File: src/rtl/calculator_pkg.sv
// Shared calculator definitions: SRAM geometry and the port-arbiter owner encoding.
package calculator_pkg;

  localparam int ADDR_W                = 8;
  localparam int MEM_WORD_SIZE         = 32;
  localparam int ARB_MAX_BURST_DEFAULT = 4;

  typedef enum logic [1:0] {
    OWN_NONE = 2'd0,
    OWN0     = 2'd1,
    OWN1     = 2'd2
  } arb_owner_t;

endpackage

File: src/rtl/sram_port_arbiter.sv
// Two-port round-robin arbiter for the single-port calculator SRAM, with bounded
// burst lock and a one-cycle read-valid strobe per port.
module sram_port_arbiter
  import calculator_pkg::*;
#(
  parameter int MAX_BURST = ARB_MAX_BURST_DEFAULT
) (
  input  logic                     clk_i,
  input  logic                     rst_i,
  input  logic                     req0_i,
  input  logic                     lock0_i,
  input  logic                     we0_i,
  input  logic [ADDR_W-1:0]        addr0_i,
  input  logic [MEM_WORD_SIZE-1:0] wdata0_i,
  output logic                     gnt0_o,
  output logic                     rvalid0_o,
  input  logic                     req1_i,
  input  logic                     lock1_i,
  input  logic                     we1_i,
  input  logic [ADDR_W-1:0]        addr1_i,
  input  logic [MEM_WORD_SIZE-1:0] wdata1_i,
  output logic                     gnt1_o,
  output logic                     rvalid1_o,
  output logic [MEM_WORD_SIZE-1:0] rdata_o,
  output logic                     mem_read_o,
  output logic                     mem_write_o,
  output logic [ADDR_W-1:0]        mem_addr_o,
  output logic [MEM_WORD_SIZE-1:0] mem_wdata_o,
  input  logic [MEM_WORD_SIZE-1:0] mem_rdata_i
);

  localparam int               CNT_W   = $clog2(MAX_BURST + 1);
  localparam logic [CNT_W-1:0] CNT_MAX = CNT_W'(MAX_BURST);
  localparam logic [CNT_W-1:0] CNT_ONE = CNT_W'(1);

  arb_owner_t       r_owner;
  logic             r_lock;
  logic             r_last_gnt;  // 1: port 1 was granted most recently
  logic [CNT_W-1:0] r_burst_cnt;
  logic             r_rvalid0;
  logic             r_rvalid1;

  logic w_gnt0;
  logic w_gnt1;
  logic w_cap;

  // Lock is captured with the grant so it applies to the following cycle;
  // the burst cap only bites while the other port is waiting.
  always_comb begin
    w_gnt0 = 1'b0;
    w_gnt1 = 1'b0;
    w_cap  = (r_burst_cnt == CNT_MAX);
    if (rst_i) begin
      w_gnt0 = 1'b0;
    end else if ((r_owner == OWN0) && r_lock && req0_i && !(req1_i && w_cap)) begin
      w_gnt0 = 1'b1;
    end else if ((r_owner == OWN1) && r_lock && req1_i && !(req0_i && w_cap)) begin
      w_gnt1 = 1'b1;
    end else if (req0_i && req1_i) begin
      if (r_last_gnt) w_gnt0 = 1'b1;
      else            w_gnt1 = 1'b1;
    end else if (req0_i) begin
      w_gnt0 = 1'b1;
    end else if (req1_i) begin
      w_gnt1 = 1'b1;
    end else begin
      w_gnt0 = 1'b0;
    end
  end

  always_ff @(posedge clk_i) begin
    if (rst_i) begin
      r_owner     <= OWN_NONE;
      r_lock      <= 1'b0;
      r_last_gnt  <= 1'b1;
      r_burst_cnt <= '0;
      r_rvalid0   <= 1'b0;
      r_rvalid1   <= 1'b0;
    end else begin
      r_lock    <= (w_gnt0 & lock0_i) | (w_gnt1 & lock1_i);
      r_rvalid0 <= w_gnt0 & ~we0_i;
      r_rvalid1 <= w_gnt1 & ~we1_i;
      if (w_gnt0 || w_gnt1) begin
        r_owner    <= w_gnt0 ? OWN0 : OWN1;
        r_last_gnt <= w_gnt1;
        if ((w_gnt0 && r_owner == OWN0) || (w_gnt1 && r_owner == OWN1)) begin
          r_burst_cnt <= w_cap ? CNT_MAX : r_burst_cnt + CNT_ONE;
        end else begin
          r_burst_cnt <= CNT_ONE;
        end
      end else begin
        r_owner     <= OWN_NONE;
        r_burst_cnt <= '0;
      end
    end
  end

  assign gnt0_o      = w_gnt0;
  assign gnt1_o      = w_gnt1;
  assign mem_read_o  = (w_gnt0 & ~we0_i) | (w_gnt1 & ~we1_i);
  assign mem_write_o = (w_gnt0 & we0_i) | (w_gnt1 & we1_i);
  assign mem_addr_o  = w_gnt0 ? addr0_i : (w_gnt1 ? addr1_i : '0);
  assign mem_wdata_o = w_gnt0 ? wdata0_i : (w_gnt1 ? wdata1_i : '0);

  // Outputs are forced low while reset is held so a read in flight is dropped.
  assign rvalid0_o = r_rvalid0 & ~rst_i;
  assign rvalid1_o = r_rvalid1 & ~rst_i;
  assign rdata_o   = (rvalid0_o | rvalid1_o) ? mem_rdata_i : '0;

endmodule
File: config.mk
export PLATFORM = sky130hd
export DESIGN_NAME = sram_port_arbiter
export DESIGN_NICKNAME = d
export VERILOG_FILES = /design/src/rtl/calculator_pkg.sv /design/src/rtl/sram_port_arbiter.sv
export SDC_FILE = /design/constraint.sdc
export NUM_CORES = 1
export LEC_CHECK = 0
export BUFFER_PORTS_ARGS = -buffer_cell sky130_fd_sc_hd__buf_2
export CAP_MARGIN = 5
export CORE_AREA = 5 5 74 76
export DETAILED_ROUTE_END_ITERATION = 6
export DIE_AREA = 0 0 79 81
export PLACE_DENSITY = 0.7
export REMOVE_ABC_BUFFERS = 1
export SETUP_SLACK_MARGIN = 0.2
export SYNTH_ARGS = -nofsm -noshare
export SYNTH_HDL_FRONTEND = slang
export SYNTH_SLANG_ARGS = --single-unit
File: constraint.sdc
create_clock -name clk_i -period 2.2 [get_ports clk_i]
set_input_delay 0.22 -clock clk_i [delete_from_list [all_inputs] [get_ports clk_i]]
set_output_delay 0.22 -clock clk_i [all_outputs]
set_load 0.005 [all_outputs]
==> results_dict.tcl, run 1 <==
set metrics [dict create \
    outcome "finished, final reports clean" \
    min_period_ps 2100 \
    setup_slack_ps 98.8 \
    tritoncts "done" \
    crit_family "simple AND/OR/NAND/NOR gates" \
    ys_warn_count 0 \
    syn2layout_area_growth_pct 124 \
    grt_overflow_total 0 \
    grt_pass1_wl_um 9860 \
    numCtsBuffers 3 \
    place_ws_ps 169 \
    fin_area_sq_um 2570 \
    required_ps 1980 \
    grt_pass1_vias 2027 \
    setup_viol 0 \
    swShare_pct 30.6 \
    cp_cell_sequence "nand4b_1 -> o2bb2ai_4 -> and2_4 -> buf_6 -> buf_12 -> a22o_1 -> buf_2" \
    grt_util_all_layers_pct 19.3 \
    fmax_ghz 0.476 \
    gp_congestion 0.931 \
    clockBufferDepth 2 \
    power_frac_seq_pct 22.2 \
    netlist_instances 142 \
    die_width_um 79 \
    drcViolationCount 0 \
    slew_viol_final 0 \
    firstDrtPassIters 4 \
    clkTransAtPathRegs_ps 50 \
    grt_max_degree 33 \
    clk_latency_ps 230 \
    crit_fanout 6 \
    drtAntennaViolNets 0 \
    place_area_sq_um 2150 \
    p_sw_w 0.000247 \
    worstSetupPathType "reg2out" \
    vias 1999 \
    totalWireLength_um 6950 \
    crit_path_top_delay_cell "nand4b_1" \
    die-area_sq_um 6400 \
    start_util_pct 24.6 \
    cts.sinks 9 \
    avgSynthCellArea_sq_um 8.08 \
    ir_worst_vdd_mv 0.173 \
    ys_ff_latch 9 \
    cts_root_buf "clkbuf_8" \
    skew_ps 3.96 \
    fin_hold_ws_ps 191 \
    cp_num_buf_inv 3 \
    intPower_w 0.000562 \
    dp_hpwl_um 5100 \
    cts_hold_buf 0 \
    io_buffers 197 \
    yosys.area.top_type "a22o_1" \
    drv_cap 0 \
    slew_headroom_pct 60.3 \
    pin_count 198 \
    num_rows 25 \
    synthesis.area_sq_um 1150 \
    chipHeight_um 81 \
    arrival_ps 1880 \
    hold_violations 0 \
    critical_path.startpoint_type "register" \
    htreeDepth 1 \
    num-fill-cells 440 \
    end_kind "primary output" \
    final_core_util_pct 55.2 \
    synthDistinctLibCells 31 \
    grt_setup_unrepaired "true" \
    diodes 0 \
    final_nets 474 \
    netlist_top_cells_area "a22o_1, nor2b_1, dfxtp_1, buf_6, ha_1" \
    core_area_sq_um 4660 \
    drive_gt1_share_pct 67.8 \
    drt_iter0_drc 116 \
    antenna_found_initial 0 \
    power_frac_comb_pct 53.7 \
    power_leakage_nw 1.49 \
    min_path_type "in2reg" \
    power_density_nw_per_um2 315 \
    viasPerCell 4.94 \
    fin_setup_tns_ps 0 \
    wl_per_cell_um 17.1 \
    tightest_slew_ps 594 \
    ys_seq_area_share_pct 15.7 \
    synth.top_cell.area_share_pct 32.1 \
    period_share_pct 95.5 \
    clock_power_share_pct 24.1 \
    max_stage_delay_ps 340 \
]
## stage by stage
step           total power [W]  instances
6_report              0.000809        405
5_1_grt               0.000859        405
4_1_cts               0.000789        401
3_5_place_dp          0.000526        384
3_3_place_gp          0.000522        384
2_1_floorplan         0.000316        130
## layout make-up
class	instances	area, sq um	share of cell area (%)
multi-input combinational	116	921	35.8
tap	54	67.6	2.63
timing repair buffer	217	1330	51.8
sequential	9	186	7.25
inverter	5	18.8	0.730
clock buffer	4	45.0	1.75
## state kept, by name, indices dropped and copies added (netlist names)
register and count:
r_burst_cnt 3, r_last_gnt 1, r_lock 1, r_owner 2, r_rvalid0 1, r_rvalid1 1
## cell families after synthesis
family | share of synthesized area [%]
fa+ha+maj | 2.18
simple gates | 31.5
buf+inv | 9.27
compound gates | 41.3
flops | 15.7
## placed cells by master, fill, tap and decap left out, drive strengths merged, types with 2 or more instances in the layout
| cell | Yosys | routed |
|---|---|---|
| nand2 | 3 | 3 |
| nor2 | 5 | 5 |
| clkbuf | 3 | 6 |
| dfxtp | 9 | 9 |
| inv | 5 | 5 |
| and2 | 3 | 3 |
| ha | 2 | 2 |
| a22o | 42 | 42 |
| nor2b | 36 | 36 |
| o211ai | 2 | 2 |
| nand4b | 2 | 2 |
| buf | 9 | 215 |
| nand3 | 3 | 3 |
| a21oi | 4 | 4 |
## final timing paths
| path | from | to | slack, ps | cells after the start |
|---|---|---|---|---|
| min | we0_i | r_rvalid0 | 190 | 2 |
| max | r_owner[0] | mem_wdata_o[24] | 100 | 7 |
| min reg2reg | r_last_gnt | r_last_gnt | 540 | 2 |
| max reg2reg | r_burst_cnt[1] | r_burst_cnt[0] | 500 | 9 |
## power groups by stage
stage,clock (W),combinational (W),sequential (W)
final,0.000195,0.000434,0.000180
after global routing,0.000205,0.000473,0.000181
after CTS,0.000195,0.000415,0.000179
after detailed placement,0,0.000344,0.000182
after global placement,0,0.000341,0.000181
after floorplan,0,0.000137,0.000180
## repair_timing
| action | 4_1_cts | 5_1_grt |
|---|---|---|
| setup buffers | 8 | 2 |
| setup endpoints to repair | 45 | 43 |
| gates cloned | 5 | 2 |
| pin swaps | 25 | 25 |
| resized for setup | 20 | 8 |
## synthesized netlist by cell type
cell,n
a22o_1,42
nor2b_1,36
dfxtp_1,9
buf_6,5
inv_1,5
nor2_1,5
buf_2,4
a21oi_1,3
and2_1,3
clkbuf_1,3
nand3_1,3
ha_1,2
nand2_1,2
nand4b_1,2
o211ai_1,2
a211oi_1,1
a21o_1,1
a21oi_2,1
a221oi_2,1
and3_1,1
and3b_1,1
and4b_1,1
nand2_2,1
nand2b_1,1
nand3b_1,1
o2111ai_2,1
o21ai_0,1
o2bb2ai_1,1
o41ai_1,1
or2_2,1
or2b_1,1
## metal layers
layer	vias to the layer above	wire, um	track usage [%]
met5	-	0	0
met4	0	23	1.37
met3	2	749	6.21
met2	136	3780	40.4
met1	910	2390	18.9
li1	951	-	-
## worst reg2reg max path, stage by stage (launching register included)
cell and delay, ps:
dfxtp_2 320, inv_2 60, ha_4 140, and3_4 210, o2bb2ai_4 60, and2_4 180, buf_12 150, clkbuf_16 150
buf_4 130, a221oi_2 220
No activity file was read; power rests on OpenSTA's default activity.
==> inputs of run 2 (changes only) <==
--- a/config.mk
+++ b/config.mk
@@ -11,7 +11,6 @@
 export DETAILED_ROUTE_END_ITERATION = 6
 export DIE_AREA = 0 0 79 81
 export PLACE_DENSITY = 0.7
-export REMOVE_ABC_BUFFERS = 1
 export SETUP_SLACK_MARGIN = 0.2
 export SYNTH_ARGS = -nofsm -noshare
 export SYNTH_HDL_FRONTEND = slang
==> run 2 against run 1 <==
Compared with the run above: via count rose by 1.8%; combinational power rose by 4%; hold slack improved by 30 ps; clock skew rose by 2.4 ps; sequential cell count did not move; highest routed layer unchanged; largest power group unchanged.
==> results_dict.tcl, run 2 (synthesized netlist as in run 1, its figures left out) <==
set metrics [dict create \
    slew_viol_final 0 \
    reg2reg_to "r_burst_cnt[0]" \
    largest_reg_flops 3 \
    clkTransAtPathRegs_ps 50 \
    place_ws_ps 189 \
    synth_nets 264 \
    setup_slack_ps 62.9 \
    antenna_found_initial 0 \
    htreeDepth 1 \
    total_power_w 0.000826 \
    die_width_um 79 \
    cts_root_buf "clkbuf_8" \
    gp_congestion 0.928 \
    largestRegisters "r_burst_cnt: 3 flops, r_owner: 2 flops" \
    diodes 0 \
    power_density_nw_per_um2 311 \
    grt_setup_unrepaired "true" \
    drtAntennaViolNets 0 \
    core_area_sq_um 4660 \
    wl_per_cell_um 16.7 \
    cts_hold_buf 0 \
    min_period_ps 2140 \
    final_core_util_pct 57.0 \
    skew_ps 6.38 \
    worstSetupPathType "reg2out" \
    final_nets 480 \
    grt_pass1_wl_um 9250 \
    syn2layout_area_growth_pct 132 \
    timing.rr.start "r_burst_cnt[0]" \
    r2r_cells 10 \
    firstDrtPassIters 5 \
    drcViolationCount 0 \
    start_util_pct 24.6 \
    tritoncts "done" \
    die-area_sq_um 6400 \
    final_cell_mix "buf_2, a22o_1, nor2b_1" \
    min_delay_worst_endpoint "r_lock" \
    drv_cap 0 \
    period_share_pct 97.1 \
    chipHeight_um 81 \
    grt_pass1_vias 1978 \
    end_kind "primary output" \
    dp_hpwl_um 4870 \
    place_area_sq_um 2150 \
    clk_latency_ps 230 \
    layout_commonest_cell "buf_2" \
    num_rows 25 \
    pin_count 198 \
    outcome "finished, final reports clean" \
    fmax_ghz 0.468 \
    grt_max_degree 33 \
    vias 2034 \
    hold_violations 0 \
    fin_area_sq_um 2660 \
    crit_fanout 5 \
    min_path_cells 2 \
    tightest_slew_ps 601 \
    grt_overflow_total 0 \
    ir_worst_vdd_mv 0.250 \
    io_buffers 197 \
    top_register "r_burst_cnt" \
    drt_iter0_drc 63 \
    min_from "lock0_i" \
    power_leakage_nw 1.53 \
    min_path_type "in2reg" \
    arrival_ps 1920 \
    required_ps 1980 \
    num-fill-cells 418 \
    rrSetupSlack_ps 410 \
    slew_headroom_pct 59.9 \
    totalWireLength_um 6870 \
    viasPerCell 4.95 \
    numCtsBuffers 3 \
    cts.sinks 9 \
    clockBufferDepth 2 \
    drive_gt1_share_pct 68.9 \
    grt_util_all_layers_pct 18.1 \
    setup_viol 0 \
    critical_path.startpoint_type "register" \
]
-- run 2: metal layers --
metal  track usage [%]  share of wire [%]
met1              17.4                 34
met2              36.1                 52
met3              6.98                 12
met4              4.47                1.5
met5                 0                  0
-- run 2: critical path: stages, from the launching register on --
cell	delay, ps
dfxtp_2	330
nand4b_1	340
o2bb2ai_4	230
and2_4	180
buf_6	100
buf_12	120
clkbuf_16	140
a22o_1	120
buf_2	100
-- run 2: worst max path at each step --
| stage | start | to |
|---|---|---|
| global route | r_owner[0] | mem_wdata_o[1] |
| global placement | r_burst_cnt[0] | mem_wdata_o[14] |
| floorplan | r_burst_cnt[0] | mem_wdata_o[22] |
| finish | r_owner[0] | mem_wdata_o[29] |
| detailed placement | r_burst_cnt[0] | mem_wdata_o[14] |
| CTS | r_burst_cnt[1] | mem_addr_o[3] |
-- run 2: repair_timing --
item / 4_1_cts / 5_1_grt
endpoints found under the setup margin: 48 / 44
gates resized for setup: 28 / 10
pin swaps: 17 / 28
cloned: 4 / 2
setup buffers: 12 / 5
-- run 2: stage by stage --
step	hold WS, ps	std cells	TNS [ps]
5_1_grt	235	411	-4.94
6_report	222	411	0
3_5_place_dp	427	384	0
3_3_place_gp	442	384	0
2_1_floorplan	296	142	0
4_1_cts	229	404	0
-- run 2: power breakdown --
| part | total, W | switching [W] | internal, W | leakage (nW) |
|---|---|---|---|---|
| logic | 0.000453 | 0.000176 | 0.000277 | 1.43 |
| registers | 0.000181 | 0.00000701 | 0.000173 | 0.0757 |
| clock network | 0.000192 | 0.0000660 | 0.000126 | 0.0228 |
-- run 2: final cells by class --
| class | instances | area (sq um) | share of cell area, % |
|---|---|---|---|
| well taps | 54 | 67.6 | 2.54 |
| inverters | 5 | 18.8 | 0.706 |
| clock buffers | 4 | 45.0 | 1.69 |
| multi-input cells | 116 | 945 | 35.5 |
| flip-flops and latches | 9 | 186 | 7.02 |
| repair buffers | 223 | 1400 | 52.5 |
==> inputs of run 3 (changes only) <==
==> constraint.sdc (replaced) <==
create_clock -name clk_i -period 2.2 [get_ports clk_i]
set_input_delay 0.22 -clock clk_i [delete_from_list [all_inputs] [get_ports clk_i]]
set_output_delay 0.22 -clock clk_i [all_outputs]
set_load 0.01 [all_outputs]
==> run 3 against run 2 <==
Compared with the run above: setup slack lost 6.5 ps; global-route usage down 0.40 points; sequential cell count unchanged.
==> results_dict.tcl, run 3 (synthesized netlist as in run 1, its figures left out) <==
set metrics [dict create \
    cts.sinks 9 \
    htreeDepth 1 \
    worstSetupPathType "reg2out" \
    dp_hpwl_um 4870 \
    largest_reg_flops 3 \
    grt_setup_unrepaired "true" \
    min_path_type "in2reg" \
    period_share_pct 97.4 \
    die-area_sq_um 6400 \
    grt_overflow_total 0 \
    top_layer "met4" \
    outcome "finished, final reports clean" \
    firstDrtPassIters 4 \
    top_register "r_burst_cnt" \
    synth_nets 264 \
    drtAntennaViolNets 0 \
    fmax_ghz 0.467 \
    place_area_sq_um 2150 \
    grt_pass1_vias 1942 \
    slew_headroom_pct 60.2 \
    final_nets 471 \
    drive_gt1_share_pct 67.0 \
    clk_latency_ps 230 \
    final_core_util_pct 53.6 \
    grt_max_degree 33 \
    end_kind "primary output" \
    reg2reg_to "r_burst_cnt[1]" \
    wl_met3_um 769 \
    tightest_slew_ps 596 \
    min_delay_worst_endpoint "r_lock" \
    tritoncts "done" \
    rrSetupSlack_ps 470 \
    vias 1978 \
    antenna_found_initial 0 \
    largestRegisters "r_burst_cnt: 3 flops, r_owner: 2 flops" \
    wl_met2_um 3250 \
    hold_violations 0 \
    min_period_ps 2140 \
    critical_path.startpoint_type "register" \
    wl_met1_um 2190 \
    die_width_um 79 \
    cts_root_buf "clkbuf_8" \
    final_cell_mix "buf_2, a22o_1, nor2b_1" \
    wl_per_cell_um 15.6 \
    io_buffers 197 \
    min_path_cells 2 \
    drt_iter0_drc 95 \
    totalWireLength_um 6260 \
    setup_viol 0 \
    r2r_cells 7 \
    timing.rr.start "r_owner[0]" \
    syn2layout_area_growth_pct 118 \
    fin_area_sq_um 2500 \
    numCtsBuffers 3 \
    num_rows 25 \
    drcViolationCount 0 \
    diodes 0 \
    start_util_pct 24.6 \
    gp_congestion 0.896 \
    fin_hold_ws_ps 224 \
    arrival_ps 1920 \
    chipHeight_um 81 \
    core_area_sq_um 4660 \
    required_ps 1980 \
    power_density_nw_per_um2 325 \
    layout_commonest_cell "buf_2" \
    grt_pass1_wl_um 9080 \
    crit_fanout 24 \
    slew_viol_final 0 \
    skew_ps 0.459 \
    viasPerCell 4.92 \
    min_from "lock0_i" \
    clockBufferDepth 2 \
    ir_worst_vdd_mv 0.169 \
    clkTransAtPathRegs_ps 40 \
    pin_count 198 \
    grt_util_all_layers_pct 17.7 \
    num-fill-cells 455 \
    power_leakage_nw 1.45 \
    drv_cap 0 \
]
## run 3: routing by layer
metal | global-route usage, % | vias to the layer above
li1 | - | 943
met1 | 17.6 | 891
met2 | 35.2 | 140
met3 | 5.65 | 4
met4 | 4.81 | 0
met5 | 0 | -
## run 3: worst max-delay path, stage by stage (launching register included)
cell       delay, ps
dfxtp_1          350
nand4b_1         270
buf_4            200
o2111ai_4        260
nand2_4          110
buf_12           170
a22o_1           190
buf_2            140
## run 3: what timing repair did
| action | in CTS | in global routing |
|---|---|---|
| pin swaps | 5 | 4 |
| cloned | 3 | 0 |
| hold buffers | 0 | 0 |
| endpoints found under the setup margin | 50 | 44 |
| buffers inserted | 10 | 1 |
| resized for setup | 26 | 4 |
## run 3: metrics by stage
step / setup TNS (ps) / setup slack [ps] / instances / power [W]
after floorplan: 0 / 420 / 142 / 0.000364
after global placement: 0 / 240 / 384 / 0.000552
after detailed placement: 0 / 172 / 384 / 0.000554
after CTS: 0 / 86.8 / 401 / 0.000818
after global routing: -16.1 / -9.51 / 402 / 0.000872
final: 0 / 56.4 / 402 / 0.000811
## run 3: layout make-up
cell class	instances	area, sq um	area share [%]
Sequential cell	9	183	7.32
Inverter	5	18.8	0.752
Multi-Input combinational cell	116	932	37.3
Timing Repair Buffer	214	1250	50.1
Tap cell	54	67.6	2.71
Clock buffer	4	45.0	1.80
## run 3: worst max path at each step
stage,start,to,cells after the start
after floorplan,r_burst_cnt[0],mem_wdata_o[22],7
after global placement,r_burst_cnt[0],mem_wdata_o[14],8
after detailed placement,r_burst_cnt[0],mem_write_o,8
after CTS,r_burst_cnt[0],mem_wdata_o[14],9
after global routing,r_burst_cnt[1],mem_write_o,9
final,r_owner[0],mem_write_o,7
## run 3: report_power, final
part           leakage [nW]  internal (W)  switching, W  total (W)
Combinational          1.36      0.000251      0.000191   0.000442
Clock                0.0228      0.000126     0.0000635   0.000190
Sequential           0.0747      0.000173    0.00000730   0.000180
